===== src/rtl/div_clk_meter_pkg.sv =====
// ============================================================================
// Module      : div_meter_pkg
// Description : Shared types and defaults for the divided-clock meter.
// Revision    : 1.0 - initial release
// ============================================================================
`timescale 1ns/1ps
`default_nettype none

package div_meter_pkg;

   localparam int DEF_CNT_W    = 8;
   localparam int DEF_LOCK_CNT = 4;
   localparam int DEF_TIMEOUT  = 255;
   localparam int MATCH_W      = 4;

   typedef enum logic [1:0] {
      IDLE = 2'd0,
      ARM  = 2'd1,
      MEAS = 2'd2
   } meas_state_e;

endpackage

`default_nettype wire


===== src/rtl/div_clk_meter_if.sv =====
// ============================================================================
// Module      : div_clk_meter_if
// Description : Measurement result bundle produced by div_clk_meter.
// Revision    : 1.0 - initial release
// ============================================================================
`timescale 1ns/1ps
`default_nettype none

interface div_clk_meter_if
   import div_meter_pkg::*;
#(
   parameter int CNT_W = DEF_CNT_W
);
   logic [CNT_W-1:0] period;
   logic [CNT_W-1:0] high_time;
   logic             meas_valid;
   logic             locked;
   logic             timeout;

   modport master (
      output period, high_time, meas_valid, locked, timeout
   );

   modport slave (
      input  period, high_time, meas_valid, locked, timeout
   );
endinterface

`default_nettype wire


===== src/rtl/div_clk_meter_sync_rise_det.sv =====
// ============================================================================
// Module      : sync_rise_det
// Description : Two-flop synchronizer with history flop and rising-edge detect.
// Revision    : 1.0 - initial release
// ============================================================================
`timescale 1ns/1ps
`default_nettype none

module sync_rise_det (
   input  wire logic clk_in,
   input  wire logic rst_n,
   input  wire logic async_in,
   output logic      s2,
   output logic      rise
);
   logic s1_q, s2_q, s3_q;
   logic s1_d, s2_d, s3_d;

   always_comb begin
      s1_d = async_in;
      s2_d = s1_q;
      s3_d = s2_q;
   end

   always_ff @(posedge clk_in or negedge rst_n) begin
      if (!rst_n) begin
         s1_q <= 1'b0;
         s2_q <= 1'b0;
         s3_q <= 1'b0;
      end else begin
         s1_q <= s1_d;
         s2_q <= s2_d;
         s3_q <= s3_d;
      end
   end

   assign s2   = s2_q;
   assign rise = s2_q & ~s3_q;

endmodule

`default_nettype wire


===== src/rtl/div_clk_meter.sv =====
// ============================================================================
// Module      : div_clk_meter
// Description : Measures period/high time of an async divided clock, with lock.
// Revision    : 1.0 - initial release
// ============================================================================
`timescale 1ns/1ps
`default_nettype none

module div_clk_meter
   import div_meter_pkg::*;
#(
   parameter int CNT_W    = DEF_CNT_W,
   parameter int LOCK_CNT = DEF_LOCK_CNT,
   parameter int TIMEOUT  = DEF_TIMEOUT
) (
   input  wire logic         clk_in,
   input  wire logic         rst_n,
   input  wire logic         div_clk,
   div_clk_meter_if.master   meas
);
   localparam logic [CNT_W-1:0]   TO_MAX  = CNT_W'(TIMEOUT);
   localparam logic [CNT_W-1:0]   TO_LAST = CNT_W'(TIMEOUT - 1);
   localparam logic [MATCH_W-1:0] LOCK_M  = MATCH_W'(LOCK_CNT);

   logic s2, rise;

   sync_rise_det u_sync (
      .clk_in   (clk_in),
      .rst_n    (rst_n),
      .async_in (div_clk),
      .s2       (s2),
      .rise     (rise)
   );

   meas_state_e        state_q, state_d;
   logic [CNT_W-1:0]   cnt_q, cnt_d;
   logic [CNT_W-1:0]   hcnt_q, hcnt_d;
   logic [CNT_W-1:0]   period_q, period_d;
   logic [CNT_W-1:0]   high_q, high_d;
   logic [MATCH_W-1:0] match_q, match_d;
   logic               valid_q, valid_d;
   logic               locked_q, locked_d;
   logic               timeout_q, timeout_d;

   logic [CNT_W-1:0]   period_new;
   logic [MATCH_W-1:0] match_inc;

   // cnt holds cycles since the last rise minus one, hence the +1.
   assign period_new = cnt_q + 1'b1;
   assign match_inc  = (match_q == LOCK_M) ? match_q : match_q + 1'b1;

   always_comb begin
      state_d   = state_q;
      cnt_d     = cnt_q;
      hcnt_d    = hcnt_q;
      period_d  = period_q;
      high_d    = high_q;
      match_d   = match_q;
      valid_d   = 1'b0;
      locked_d  = locked_q;
      timeout_d = timeout_q;

      if (rise) begin
         cnt_d     = '0;
         hcnt_d    = {{(CNT_W-1){1'b0}}, 1'b1};
         timeout_d = 1'b0;
      end else begin
         if (cnt_q != TO_MAX) cnt_d = cnt_q + 1'b1;
         if (s2 && (hcnt_q != '1)) hcnt_d = hcnt_q + 1'b1;
      end

      case (state_q)
         IDLE: begin
            // The partial period before the first rise is never published.
            if (rise) state_d = ARM;
         end
         ARM: begin
            if (rise) begin
               state_d  = MEAS;
               period_d = period_new;
               high_d   = hcnt_q;
               valid_d  = 1'b1;
               match_d  = {{(MATCH_W-1){1'b0}}, 1'b1};
               locked_d = 1'b0;
            end else if (cnt_q == TO_LAST) begin
               state_d   = IDLE;
               timeout_d = 1'b1;
               locked_d  = 1'b0;
               match_d   = '0;
            end
         end
         MEAS: begin
            if (rise) begin
               period_d = period_new;
               high_d   = hcnt_q;
               valid_d  = 1'b1;
               if (period_new == period_q) begin
                  match_d  = match_inc;
                  locked_d = (match_inc == LOCK_M);
               end else begin
                  match_d  = {{(MATCH_W-1){1'b0}}, 1'b1};
                  locked_d = 1'b0;
               end
            end else if (cnt_q == TO_LAST) begin
               state_d   = IDLE;
               timeout_d = 1'b1;
               locked_d  = 1'b0;
               match_d   = '0;
            end
         end
         default: state_d = IDLE;
      endcase
   end

   always_ff @(posedge clk_in or negedge rst_n) begin
      if (!rst_n) begin
         state_q   <= IDLE;
         cnt_q     <= '0;
         hcnt_q    <= '0;
         period_q  <= '0;
         high_q    <= '0;
         match_q   <= '0;
         valid_q   <= 1'b0;
         locked_q  <= 1'b0;
         timeout_q <= 1'b0;
      end else begin
         state_q   <= state_d;
         cnt_q     <= cnt_d;
         hcnt_q    <= hcnt_d;
         period_q  <= period_d;
         high_q    <= high_d;
         match_q   <= match_d;
         valid_q   <= valid_d;
         locked_q  <= locked_d;
         timeout_q <= timeout_d;
      end
   end

   assign meas.period     = period_q;
   assign meas.high_time  = high_q;
   assign meas.meas_valid = valid_q;
   assign meas.locked     = locked_q;
   assign meas.timeout    = timeout_q;

endmodule

`default_nettype wire


===== src/flat_wrapper.sv =====
// flat-port wrapper written by rule: the top's interface ports become plain ports
module div_clk_meter_flat import div_meter_pkg::*;
#(
   parameter int CNT_W    = DEF_CNT_W,
   parameter int LOCK_CNT = DEF_LOCK_CNT,
   parameter int TIMEOUT  = DEF_TIMEOUT
)
  (clk_in, rst_n, div_clk, meas_period, meas_high_time, meas_meas_valid, meas_locked, meas_timeout);
  div_clk_meter_if #(.CNT_W(CNT_W)) meas_i ();
  input  wire logic clk_in;
  input  wire logic rst_n;
  input  wire logic div_clk;
  output wire logic [$bits(meas_i.period)-1:0] meas_period;
  output wire logic [$bits(meas_i.high_time)-1:0] meas_high_time;
  output wire logic [$bits(meas_i.meas_valid)-1:0] meas_meas_valid;
  output wire logic [$bits(meas_i.locked)-1:0] meas_locked;
  output wire logic [$bits(meas_i.timeout)-1:0] meas_timeout;
  assign meas_period = meas_i.period;
  assign meas_high_time = meas_i.high_time;
  assign meas_meas_valid = meas_i.meas_valid;
  assign meas_locked = meas_i.locked;
  assign meas_timeout = meas_i.timeout;
  div_clk_meter #(.CNT_W(CNT_W), .LOCK_CNT(LOCK_CNT), .TIMEOUT(TIMEOUT)) u_core (.clk_in(clk_in), .rst_n(rst_n), .div_clk(div_clk), .meas(meas_i));
endmodule

===== config.mk =====
export PLATFORM = sky130hd
export DESIGN_NAME = div_clk_meter_flat
export DESIGN_NICKNAME = d
export VERILOG_FILES = /design/src/rtl/div_clk_meter_pkg.sv /design/src/rtl/div_clk_meter_if.sv /design/src/rtl/div_clk_meter_sync_rise_det.sv /design/src/rtl/div_clk_meter.sv /design/src/flat_wrapper.sv
export SDC_FILE = /design/constraint.sdc
export NUM_CORES = 1
export LEC_CHECK = 0
export ABC_AREA = 1
export CORE_MARGIN = 10
export CORE_UTILIZATION = 50
export DETAILED_ROUTE_END_ITERATION = 12
export GPL_TIMING_DRIVEN = 0
export PLACE_DENSITY_LB_ADDON = 0.2
export SYNTH_ARGS = -nofsm -noshare
export SYNTH_HDL_FRONTEND = slang
export SYNTH_SLANG_ARGS = --single-unit

===== constraint.sdc =====
create_clock -name clk_in -period 4.4 [get_ports clk_in]
set_clock_uncertainty 0.2 [all_clocks]
set_input_delay 0.88 -clock clk_in [delete_from_list [all_inputs] [get_ports clk_in]]
set_output_delay 0.88 -clock clk_in [all_outputs]
set_load 0.02 [all_outputs]

# --- After elaboration in Yosys (flattened, before gate mapping) ---
# Cells that the tools add are included.
# W data, S select, Z words.
op_classes:
  n_addsub: 3
  n_mul: 0
  div_mod_pow: 0
  order_cmp: 0
  n_eq_ne: 10
  shifts: 0
  n_mux: 26
  n_bitwise: 2
  reduce_logical: 8
op_table:
  columns: ["cell", "count"]
  rows:
  - ["$mux W8", 4]
  - ["$mux W4", 5]
  - ["$add A8 B1 Y8 const B", 2]
  - ["$ne A8 B8 Y1 const B", 2]
  - ["$mux W1", 10]
  - ["$eq A4 B3 Y1 const B", 2]
  - ["$eq A8 B8 Y1", 1]
  - ["$eq A8 B8 Y1 const B", 1]
  - ["$mux W2", 4]
  - ["$pmux W4 S2", 1]
  - ["$pmux W2 S3", 1]
  - ["$reduce_bool A2 Y1", 3]
  - ["$add A4 B1 Y4 const B", 1]
  - ["$reduce_and A2 Y1", 2]
  - ["$eq A2 B1 Y1 const B", 1]
  - ["$eq A2 B2 Y1 const B", 1]
  - ["$logic_not A2 Y1", 1]
  - ["$ne A2 B1 Y1 const B", 1]
  - ["$ne A2 B2 Y1 const B", 1]
  - ["$pmux W1 S2", 1]
  - ["$reduce_or A2 Y1", 1]
  - ["$and A1 B1 Y1", 1]
  - ["$logic_and A1 B1 Y1", 1]
  - ["$not A1 Y1", 1]
totals:
  reg_bits: 44
  latchBits: 0
  mem_bits_rw: 0
  mem_bits_ro: 0
  in_bits: 3
  output_inout_bits: 19
  elab_cells: 61
  mem_count: 0

# --- Longest topological paths before layout ---
# Gate-level depths: netlist of run 1.
logic_depth:
  depth_word: 6
  mapped_depth: 13

# --- Hierarchy ---
# From an unflattened synthesis of run 1, not the netlist that was laid out.
unflattened:
  cells_unflattened: 291
  area_unflattened_um2: 2324.7
by_module_without_submodules:
  columns: ["mod", "instances", "cells_each", "area_each_um2"]
  rows:
  - ["div_clk_meter", 1, 286, 2239.6]
  - ["sync_rise_det", 1, 5, 85.1]

# --- Worst setup path before layout of run 1 ---
# Ideal clock, no wire load.
synth_path:
  path_type: "register to register"
  startpoint: "register u_core.state_q[0]"
  endpoint: "register u_core.high_q[0], in the netlist u_core.meas.high_time[0]"
  setup_ns: 0.130
  t_arrival_ns: 1.586
  slack_ns: 2.484
  stages_incl_launch_ff: 10
  path_buffers: 2
  cell_sequence: "dfrtp_1 inv_1 ha_1 inv_1 nor2_1 inv_1 buf_2 buf_6 nand2_1 o21ai_0"
synth_via:
  elab_chain_cells: 3
  word_cells_on_any_way: 4
  classes_between: "eq/ne: 2; reduce/logical: 2"
synth_lines:
  columns: ["element", "line", "source"]
  rows:
  - ["start: declaration", "div_clk_meter.sv:35", "meas_state_e state_q, state_d;"]
  - ["start signal: assignment", "div_clk_meter.sv:127", "state_q <= state_d;"]
  - ["$eq A2 B1 Y1 or $eq A2 B2 Y1 (tied branches)", "div_clk_meter.sv:72", "case (state_q)"]
  - ["$reduce_or A2 Y1 (no source line) (*)", null, null]
  - ["$reduce_and A2 Y1 (no source line) (*)", null, null]
  - ["end signal: assignment", "div_clk_meter.sv:131", "high_q <= high_d;"]
  - ["end: declaration", "div_clk_meter.sv:39", "logic [CNT_W-1:0] high_q, high_d;"]
# Mark *: on every way between the ends. The rest lies on a longest branch, timed or not.
# A chain may end at the register's enable or synchronous reset.

# --- Final worst setup path of run 1 ---
layout_path:
  startpoint: "register u_core.period_q[3], in the netlist u_core.meas.period[3]"
  endpoint: "output port meas_period[3]"
layout_lines:
  columns: ["element", "line", "source"]
  rows:
  - ["start: declaration", "div_clk_meter.sv:38", "logic [CNT_W-1:0] period_q, period_d;"]
  - ["start signal: assignment", "div_clk_meter.sv:130", "period_q <= period_d;"]
  - ["end: declaration", "flat_wrapper.sv:13", "output wire logic [$bits(meas_i.period)-1:0] meas_period;"]
# No word-level cell between the ends.

==> qor.yml, run 1 <==
status:
  status: "complete, no violations"
drt:
  drc: 0
  wire_per_inst_um: 13.2
  vias: 1944
  ant_nets: 0
  dr.pass1.iters: 4
  viasPerCell: 5.21
  drt_first_iter_violations: 93
  wl_um: 4910
power_and_ir_drop:
  power.leakage_nw: 1.25
  p_per_area_nw_per_um2: 519
  peakVddDrop_v: 0.000259
sta:
  hold_viol: 0
  whs_ns: 0.154
  fin_tns_setup_ns: 0
  rsz0062_at_grt: "false"
  setup_viol: 0
  relSlewSlack_pct: 66.7
  worst_slew_pin_slew_ns: 0.499
  period_share_pct: 54.9
  max_freq_mhz: 414
  min_period_ns: 2.41
  maxSlewViolCount: 0
yosys:
  synth_most_common_cell: "nand2_1"
  synthArstFlopShare_pct: 100
  synth_compound_area_share_pct: 12.9
  synthCells: 291
  synthDistinctLibCells: 25
  synth_top_cells_by_area: "dfrtp_1 48%, nand2_1 12%, o21ai_0 6.9%"
  synthAdderAreaFrac_pct: 4.88
  synth_top_family_by_area: "simple AND/OR/NAND/NOR gates"
  yosys.area_share.simple_pct: 24.9
  ys_seq_area_share_pct: 47.7
  syn_area_sq_um: 2310
  synth_xor_area_share_pct: 1.52
  synth_top_area_share_pct: 47.7
  synth-seq-cells: 44
  yosys-mux-area-fraction_pct: 0
  synth_edf_count: 0
  yosysTopAreaCell: "dfrtp_1"
  syn_avg_cell_area_sq_um: 7.92
  syn_nets: 303
  synth_commonest_cells: "71 x nand2_1, 44 x dfrtp_1, 41 x inv_1"
  synthFlopType: "dfrtp_1"
  yosys_warnings: 0
cts:
  cts_resized: 0
  cts_buffers: 5
  cts_setup_buffers: 0
  cts_root_buffer: "clkbuf_8"
  holdBufCountCts: 0
  cts_tree: "done"
  cts_max_level: 2
  cts.sinks: 44
  clkLatencyLatePin_ns: 0.30
  clkTransAtPathRegs_ns: 0.09
  cts_buffer_depth: 2
global_route:
  grt_use_met1_pct: 16.4
  grt_max_degree: 25
  grt_pass1_vias: 1898
  overflow: 0
  grt_pass1_wl_um: 8470
  grt_use_met2_pct: 22.9
  grtUsageTotal_pct: 13.7
  gr-usage-met3_pct: 3.71
  busiest_layer: "met2"
  grt_antenna_before_repair: 0
critical_path:
  crit_chain: "clkdlybuf4s50_1"
  slowest_stage: "clkdlybuf4s50_1"
  cpPeakStageDelay_ns: 0.63
  cp.depth: 1
  cp_data_arrival_time_ns: 1.33
  crit_type: "reg -> out"
  r2r_slack_ns: 2.08
  cp-end-kind: "output pin"
  critPathLaunchType: "flop"
  path_buf_inv: 1
  rr_worst_depth: 9
  cp_max_fo: 4
  cp_top_family: "buffers and inverters"
  required_ns: 3.32
run:
  drv_cap: 0
die:
  core_area_sq_um: 4410
  die_area_sq_um: 7730
  top_level_ports: 22
  die_w_um: 87.9
  rows: 24
  start_util_pct: 52.2
  die_h_um: 87.9
finish:
  multi_input_area_sq_um: 1020
  stdcell_count: 373
  fillers: 393
  syn_to_final_growth_pct: 16.7
  fin_nets: 332
  regArea_sq_um: 1100
  drive_gt1_share_pct: 6.85
  antennaDiodeCount: 0
placement:
  placed_cells: 365
  gp_congestion: 0.840
  portBuffers: 21
  dp.final_hpwl_um: 3670
hold_path:
  hold_path_class: "reg -> reg"
  hold_depth: 0
## sequential cells by signal (all words and copies together) (netlist names), 2 cells and up
register,flops
u_core.state_q,2
u_core.match_q,4
u_core.hcnt_q,8
u_core.meas.period,8
u_core.cnt_q,8
u_core.meas.high_time,8
## cell type report
cell class                 count  share of cell area, %
timing repair buffer          22                   8.37
buffer                         5                   1.02
sequential                    44                   40.9
tap                           52                   2.42
clock inverter                 1                  0.279
clock buffer                   7                   3.21
multi-input combinational    200                   37.9
inverter                      42                   5.86
## where the power goes
group | internal (mW) | switching [mW]
sequential | 0.490 | 0.0862
clock | 0.128 | 0.136
combinational | 0.221 | 0.336
total | 0.839 | 0.559
## per-stage QoR
| stage | cell area, sq um | total power, mW | setup slack (ns) | util, % |
|---|---|---|---|---|
| 3_3_place_gp | 2580 | 1.12 | 1.04 | 58.5 |
| 6_report | 2690 | 1.40 | 1.99 | 60.9 |
| 3_5_place_dp | 2600 | 1.14 | 2.12 | 58.8 |
| 5_1_grt | 2690 | 1.52 | 1.82 | 60.9 |
| 2_1_floorplan | 2310 | 0.949 | 2.48 | - |
| 4_1_cts | 2690 | 1.41 | 1.98 | 60.9 |
## final timing paths
kind / from / to
worst max-delay path: u_core.meas.period[3] / meas_period[3]
worst min-delay path: u_core.u_sync.s1_q / u_core.u_sync.s2
worst max register to register: u_core.state_q[0] / u_core.meas.high_time[4]
worst min register to register: u_core.u_sync.s1_q / u_core.u_sync.s2
max in group asynchronous: rst_n / u_core.meas.period[1]
min in group asynchronous: rst_n / u_core.hcnt_q[2]
## cell usage in the layout, fill, tap and decap left out, types with 2 or more instances in the layout
master           instances
clkbuf_8                 6
nand2_1                 71
a31oi_1                  4
a21oi_1                 15
clkbuf_1                 4
nor2_4                   3
nor3_1                   2
o31ai_1                  2
nor2_1                  21
nor2_2                   3
nand3_1                 25
dfrtp_1                 44
ha_1                     9
xor2_1                   3
nand2_2                  3
inv_1                   41
buf_2                    2
clkdlybuf4s50_1         20
o21ai_0                 32
o21a_1                   2
## routing by layer
metal  routed length, um  up-vias
li1                    -      993
met1                2290      914
met2                2320       28
met3                 211        9
met4                  90        0
met5                   0        -
## logic make-up (layout without fill, tap and decap cells)
logic type | Yosys count | count (layout)
AND/OR/NAND/NOR | 131 | 131
adder cells (fa/ha/maj) | 9 | 9
buffers and inverters | 47 | 77
flip-flops | 44 | 44
AO/OA/AOI/OAI | 56 | 56
XOR/XNOR | 4 | 4
Note: power is estimated with default switching activity, not from simulation.
==> run 2: changes to the inputs <==
Clock period 4.4 ns to 2.3 ns, I/O delays scaled along.
==> run 2 against run 1 <==
Combinational power grew 96%. Wire length grew 0.12%. Die area is the same. Power grew 93%. Register-to-register slack lost 1.9 ns. Flip-flop and latch count is the same. Setup slack lost 1.8 ns.
==> qor.yml, run 2 (synthesis gave the netlist of run 1 again) <==
placement:
  gp_congestion: 0.840
  portBuffers: 21
  place_area_sq_um: 2600
  dp.final_hpwl_um: 3670
power_and_ir_drop:
  combinationalPowerShare_pct: 40.5
  power.leakage_nw: 1.25
  p_switching_mw: 1.08
  clkPwrFrac_pct: 18.6
  peakVddDrop_v: 0.000494
  seqPwrFrac_pct: 40.8
  swShare_pct: 40.1
  p_int_mw: 1.62
  p_per_area_nw_per_um2: 994
finish:
  drive_gt1_share_pct: 8.39
  mostFrequentLayoutCell: "nand2_1"
  final_cell_mix: "71 x nand2_1, 43 x dfrtp_1, 40 x inv_1"
  fillers: 390
  syn_to_final_growth_pct: 17.7
  utilization_pct: 61.5
  multi_input_area_sq_um: 1030
  antennaDiodeCount: 0
  fin_nets: 333
  final_cell_area_sq_um: 2720
  regArea_sq_um: 1100
die:
  die_h_um: 87.9
  core_area_sq_um: 4410
  top_level_ports: 22
  start_util_pct: 52.2
  die_w_um: 87.9
  die_area_sq_um: 7730
  rows: 24
critical_path:
  cp_data_arrival_time_ns: 2.06
  cpPeakStageDelay_ns: 0.39
  cp_top_family: "buffers and inverters"
  crit_type: "reg -> reg"
  cp-end-kind: "flop"
  required_ns: 2.27
  cp_max_fo: 10
  cp_common_cell: "inv_1"
  crit_chain: "inv_1 > ha_1 > inv_2 > nor2_4 > inv_1 > buf_2 > buf_6 > nand2_1 > o21ai_0"
  slowest_stage: "ha_1"
  path_buf_inv: 5
  critPathLaunchType: "flop"
sta:
  rsz0062_at_grt: "false"
  worst_slew_pin_slew_ns: 0.501
  period_share_pct: 90.9
  hold_viol: 0
  max_freq_mhz: 479
  relSlewSlack_pct: 66.6
  setup_viol: 0
  maxSlewViolCount: 0
  min_period_ns: 2.09
drt:
  wl_um: 4920
  vias: 1962
  drt_first_iter_violations: 115
  viasPerCell: 5.25
  dr.pass1.iters: 4
  ant_nets: 0
  drc: 0
  wire_per_inst_um: 13.1
run:
  drv_cap: 0
cts:
  clkTransAtPathRegs_ns: 0.08
  cts_max_level: 2
  cts_buffer_depth: 2
  cts.sinks: 44
  cts_setup_buffers: 0
  cts_tree: "done"
  cts_root_buffer: "clkbuf_8"
  clkLatencyLatePin_ns: 0.30
  cts_buffers: 5
global_route:
  grt_pass1_wl_um: 8490
  grtUsageTotal_pct: 13.7
  grt_pass1_vias: 1908
  overflow: 0
  grt_max_degree: 25
  grt_antenna_before_repair: 0
hold_path:
  hold_path_class: "reg -> reg"
status:
  status: "complete, no violations"
==> run 2: cell count changes in the layout (fill, tap and decap cells not counted) <==
cell	before	now
inv_2	1	2
inv_1	41	40
dfrtp_2	0	1
dlygate4sd3_1	0	1
a21oi_2	0	1
dfrtp_1	44	43
nor2_1	21	19
a21oi_1	15	14
nor2_4	3	4
nor2_2	3	4
==> run 2: path summary, 6_finish.rpt <==
path / slack [ns] / cells past startpoint / end / start
worst max-delay path: 0.21 / 9 / u_core.meas.high_time[4] / u_core.state_q[0]
worst min-delay path: 0.15 / 0 / u_core.u_sync.s2 / u_core.u_sync.s1_q
worst max register to register: 0.21 / 9 / u_core.meas.high_time[4] / u_core.state_q[0]
worst min register to register: 0.15 / 0 / u_core.u_sync.s2 / u_core.u_sync.s1_q
max in group asynchronous: 0.94 / 3 / u_core.cnt_q[0] / rst_n
min in group asynchronous: 0.45 / 2 / u_core.hcnt_q[2] / rst_n
==> run 2: layout make-up <==
class	count	area share (%)
Sequential cell	44	40.6
Multi-Input combinational cell	200	38.1
Timing Repair Buffer	23	8.66
Inverter	42	5.81
Clock buffer	7	3.18
Tap cell	52	2.40
Buffer	5	1.01
Clock inverter	1	0.276
==> run 2: power groups by stage <==
stage	clock [mW]	combinational, mW	sequential [mW]
after detailed placement	0	1.07	1.11
after CTS	0.518	1.08	1.10
after global placement	0	1.04	1.11
final	0.503	1.09	1.10
after global routing	0.558	1.25	1.13
after floorplan	0	0.643	1.17
==> run 2: per-stage QoR <==
step / hold WS [ns] / total power [mW] / setup TNS, ns / setup WS, ns / instances
2_1_floorplan: -0.0356 / 1.82 / 0 / 0.384 / 291
4_1_cts: 0.159 / 2.70 / 0 / 0.0843 / 374
6_report: 0.154 / 2.70 / 0 / 0.210 / 374
3_5_place_dp: 0.140 / 2.18 / 0 / 0.0215 / 365
5_1_grt: 0.173 / 2.93 / 0 / 0.0129 / 374
3_3_place_gp: 0.137 / 2.15 / -28.08 / -0.640 / 364
==> run 2: per-layer routing <==
metal	share of wire [%]	vias to the layer above	track usage [%]
met3	5.1	8	3.71
li1	-	995	-
met5	0	-	0
met1	46	919	16.4
met2	47	40	22.9
met4	1.7	0	5.36
==> run 2: repair_timing <==
action / 4_1_cts / 5_1_grt
resized for setup: 1 / 5
hold buffers: 1 / 0
endpoints found under the hold margin: 20 / 0
endpoints found under the setup margin: 7 / 15
==> run 3: changes to the inputs <==
Settings changed: CORE_UTILIZATION 50 to 40.
==> run 3 against run 2 <==
Fmax grew 1.7%. Non-clock buffer count rose by 2. Utilization decreased by 12 points. Die area grew 19%. Cell count rose by 5.9%. Power up 2.9%. Critical path depth did not move. Count of clock-buffer cells in the layout down 2. Via count decreased by 2.0%. Register-to-register slack gained 0.04 ns. Flip-flop and latch count unchanged. Clock power up 19%. Critical endpoint is now u_core.meas.high_time[6].
==> qor.yml, run 3 (synthesis gave the netlist of run 1 again) <==
drt:
  ant_nets: 0
  top_layer: "met4"
  wl_um: 4980
  drt_first_iter_violations: 100
  drc: 0
  wl_met1_um: 2460
  wl_met3_um: 250
  wl_met2_um: 2220
  viasPerCell: 4.86
  dr.pass1.iters: 6
  vias: 1923
  wire_per_inst_um: 12.6
critical_path:
  cp-startpoint: "u_core.state_q[0]"
  cp-end-kind: "flop"
  required_ns: 2.27
  r2r_start: "u_core.state_q[0]"
  cp_data_arrival_time_ns: 2.03
  crit_type: "reg -> reg"
  critPathLaunchType: "flop"
  cp_max_fo: 10
global_route:
  grt_pass1_vias: 1861
  grt_pass1_wl_um: 8600
  overflow: 0
  grt_max_degree: 28
  grtUsageTotal_pct: 11.8
  grt_antenna_before_repair: 0
sta:
  relSlewSlack_pct: 67.6
  rsz0062_at_grt: "false"
  min_period_ns: 2.05
  setup_viol: 0
  period_share_pct: 89.3
  whs_ns: 0.151
  worst_slew_pin_slew_ns: 0.486
  max_freq_mhz: 487
  fin_tns_setup_ns: 0
  hold_viol: 0
  maxSlewViolCount: 0
cts:
  cts.sinks: 44
  cts_buffer_depth: 2
  cts_max_level: 2
  cts_tree: "done"
  clkLatencyLatePin_ns: 0.30
  cts_root_buffer: "clkbuf_8"
  clkTransAtPathRegs_ns: 0.09
  cts_buffers: 5
die:
  core_area_sq_um: 5540
  rows: 27
  start_util_pct: 41.6
  die_w_um: 95.9
  die_h_um: 95.9
  die_area_sq_um: 9200
  top_level_ports: 22
finish:
  antennaDiodeCount: 0
  fillers: 540
  final_cell_mix: "71 x nand2_1, 43 x dfrtp_1, 40 x inv_1"
  drive_gt1_share_pct: 8.95
  fin_nets: 335
  syn_to_final_growth_pct: 20.1
  final_cell_area_sq_um: 2770
  mostFrequentLayoutCell: "nand2_1"
hold_path:
  hold_path_class: "reg -> reg"
  worstHoldStart: "u_core.u_sync.s1_q"
power_and_ir_drop:
  peakVddDrop_v: 0.000473
  p_per_area_nw_per_um2: 1000
  power.leakage_nw: 1.27
  total_power_mw: 2.78
run:
  drv_cap: 0
placement:
  place_area_sq_um: 2620
  portBuffers: 21
  gp_congestion: 0.829
  dp.final_hpwl_um: 3700
status:
  status: "complete, no violations"
[run 3: changes by cell type in the layout (fill, tap and decap cells not counted), sizes merged]
cell	delta
buf	+2
clkbuf	-2
bufinv	+1
clkinv	+1
[run 3: worst paths after layout]
check / depth (start not counted) / end / slack (ns)
worst max-delay path: 9 / u_core.meas.high_time[6] / 0.25
max in group asynchronous: 3 / u_core.u_sync.s3_q / 0.98
worst min-delay path: 0 / u_core.u_sync.s2 / 0.15
worst min register to register: 0 / u_core.u_sync.s2 / 0.15
min in group asynchronous: 2 / u_core.meas.period[4] / 0.43
worst max register to register: 9 / u_core.meas.high_time[6] / 0.25
[run 3: layout make-up]
type / instances / area [sq um] / area share, %
sequential: 44 / 1100 / 39.8
multi-input combinational: 200 / 1030 / 37.2
clock inverter: 3 / 42.5 / 1.54
tap: 72 / 90.1 / 3.25
clock buffer: 5 / 68.8 / 2.49
timing repair buffer: 25 / 250 / 9.04
inverter: 42 / 158 / 5.69
buffer: 5 / 27.5 / 0.994
[run 3: worst max-delay path, cell delays in order (launching register included)]
cell and delay [ns]:
dfrtp_1 0.38, inv_1 0.09, ha_1 0.38, inv_2 0.12, nor2_4 0.19, inv_1 0.07, buf_2 0.19, buf_6 0.17
nand2_1 0.05, o21ai_0 0.08
[run 3: power breakdown]
group / internal [mW] / switching, mW
clock: 0.322 / 0.276
combinational: 0.435 / 0.648
sequential: 0.938 / 0.157
[run 3: per-stage QoR]
stage	cells	setup WS, ns	util [%]
finish	396	0.246	50.0
global route	396	0.0121	50.0
CTS	394	0.00200	49.5
detailed placement	385	0.00685	47.3
global placement	384	-0.707	47.0
floorplan	291	0.384	-
[run 3: what timing repair did]
action | in CTS | in global routing
resized for setup | 0 | 5
setup endpoints to repair | 0 | 18
hold endpoints to repair | 17 | 0
hold buffers | 1 | 0
setup buffers | 0 | 2
[run 3: layer usage]
metal	GRT usage, %	up-vias
met5	0	-
met4	3.69	0
met2	20.0	36
met3	3.11	5
li1	-	1005
met1	14.3	877
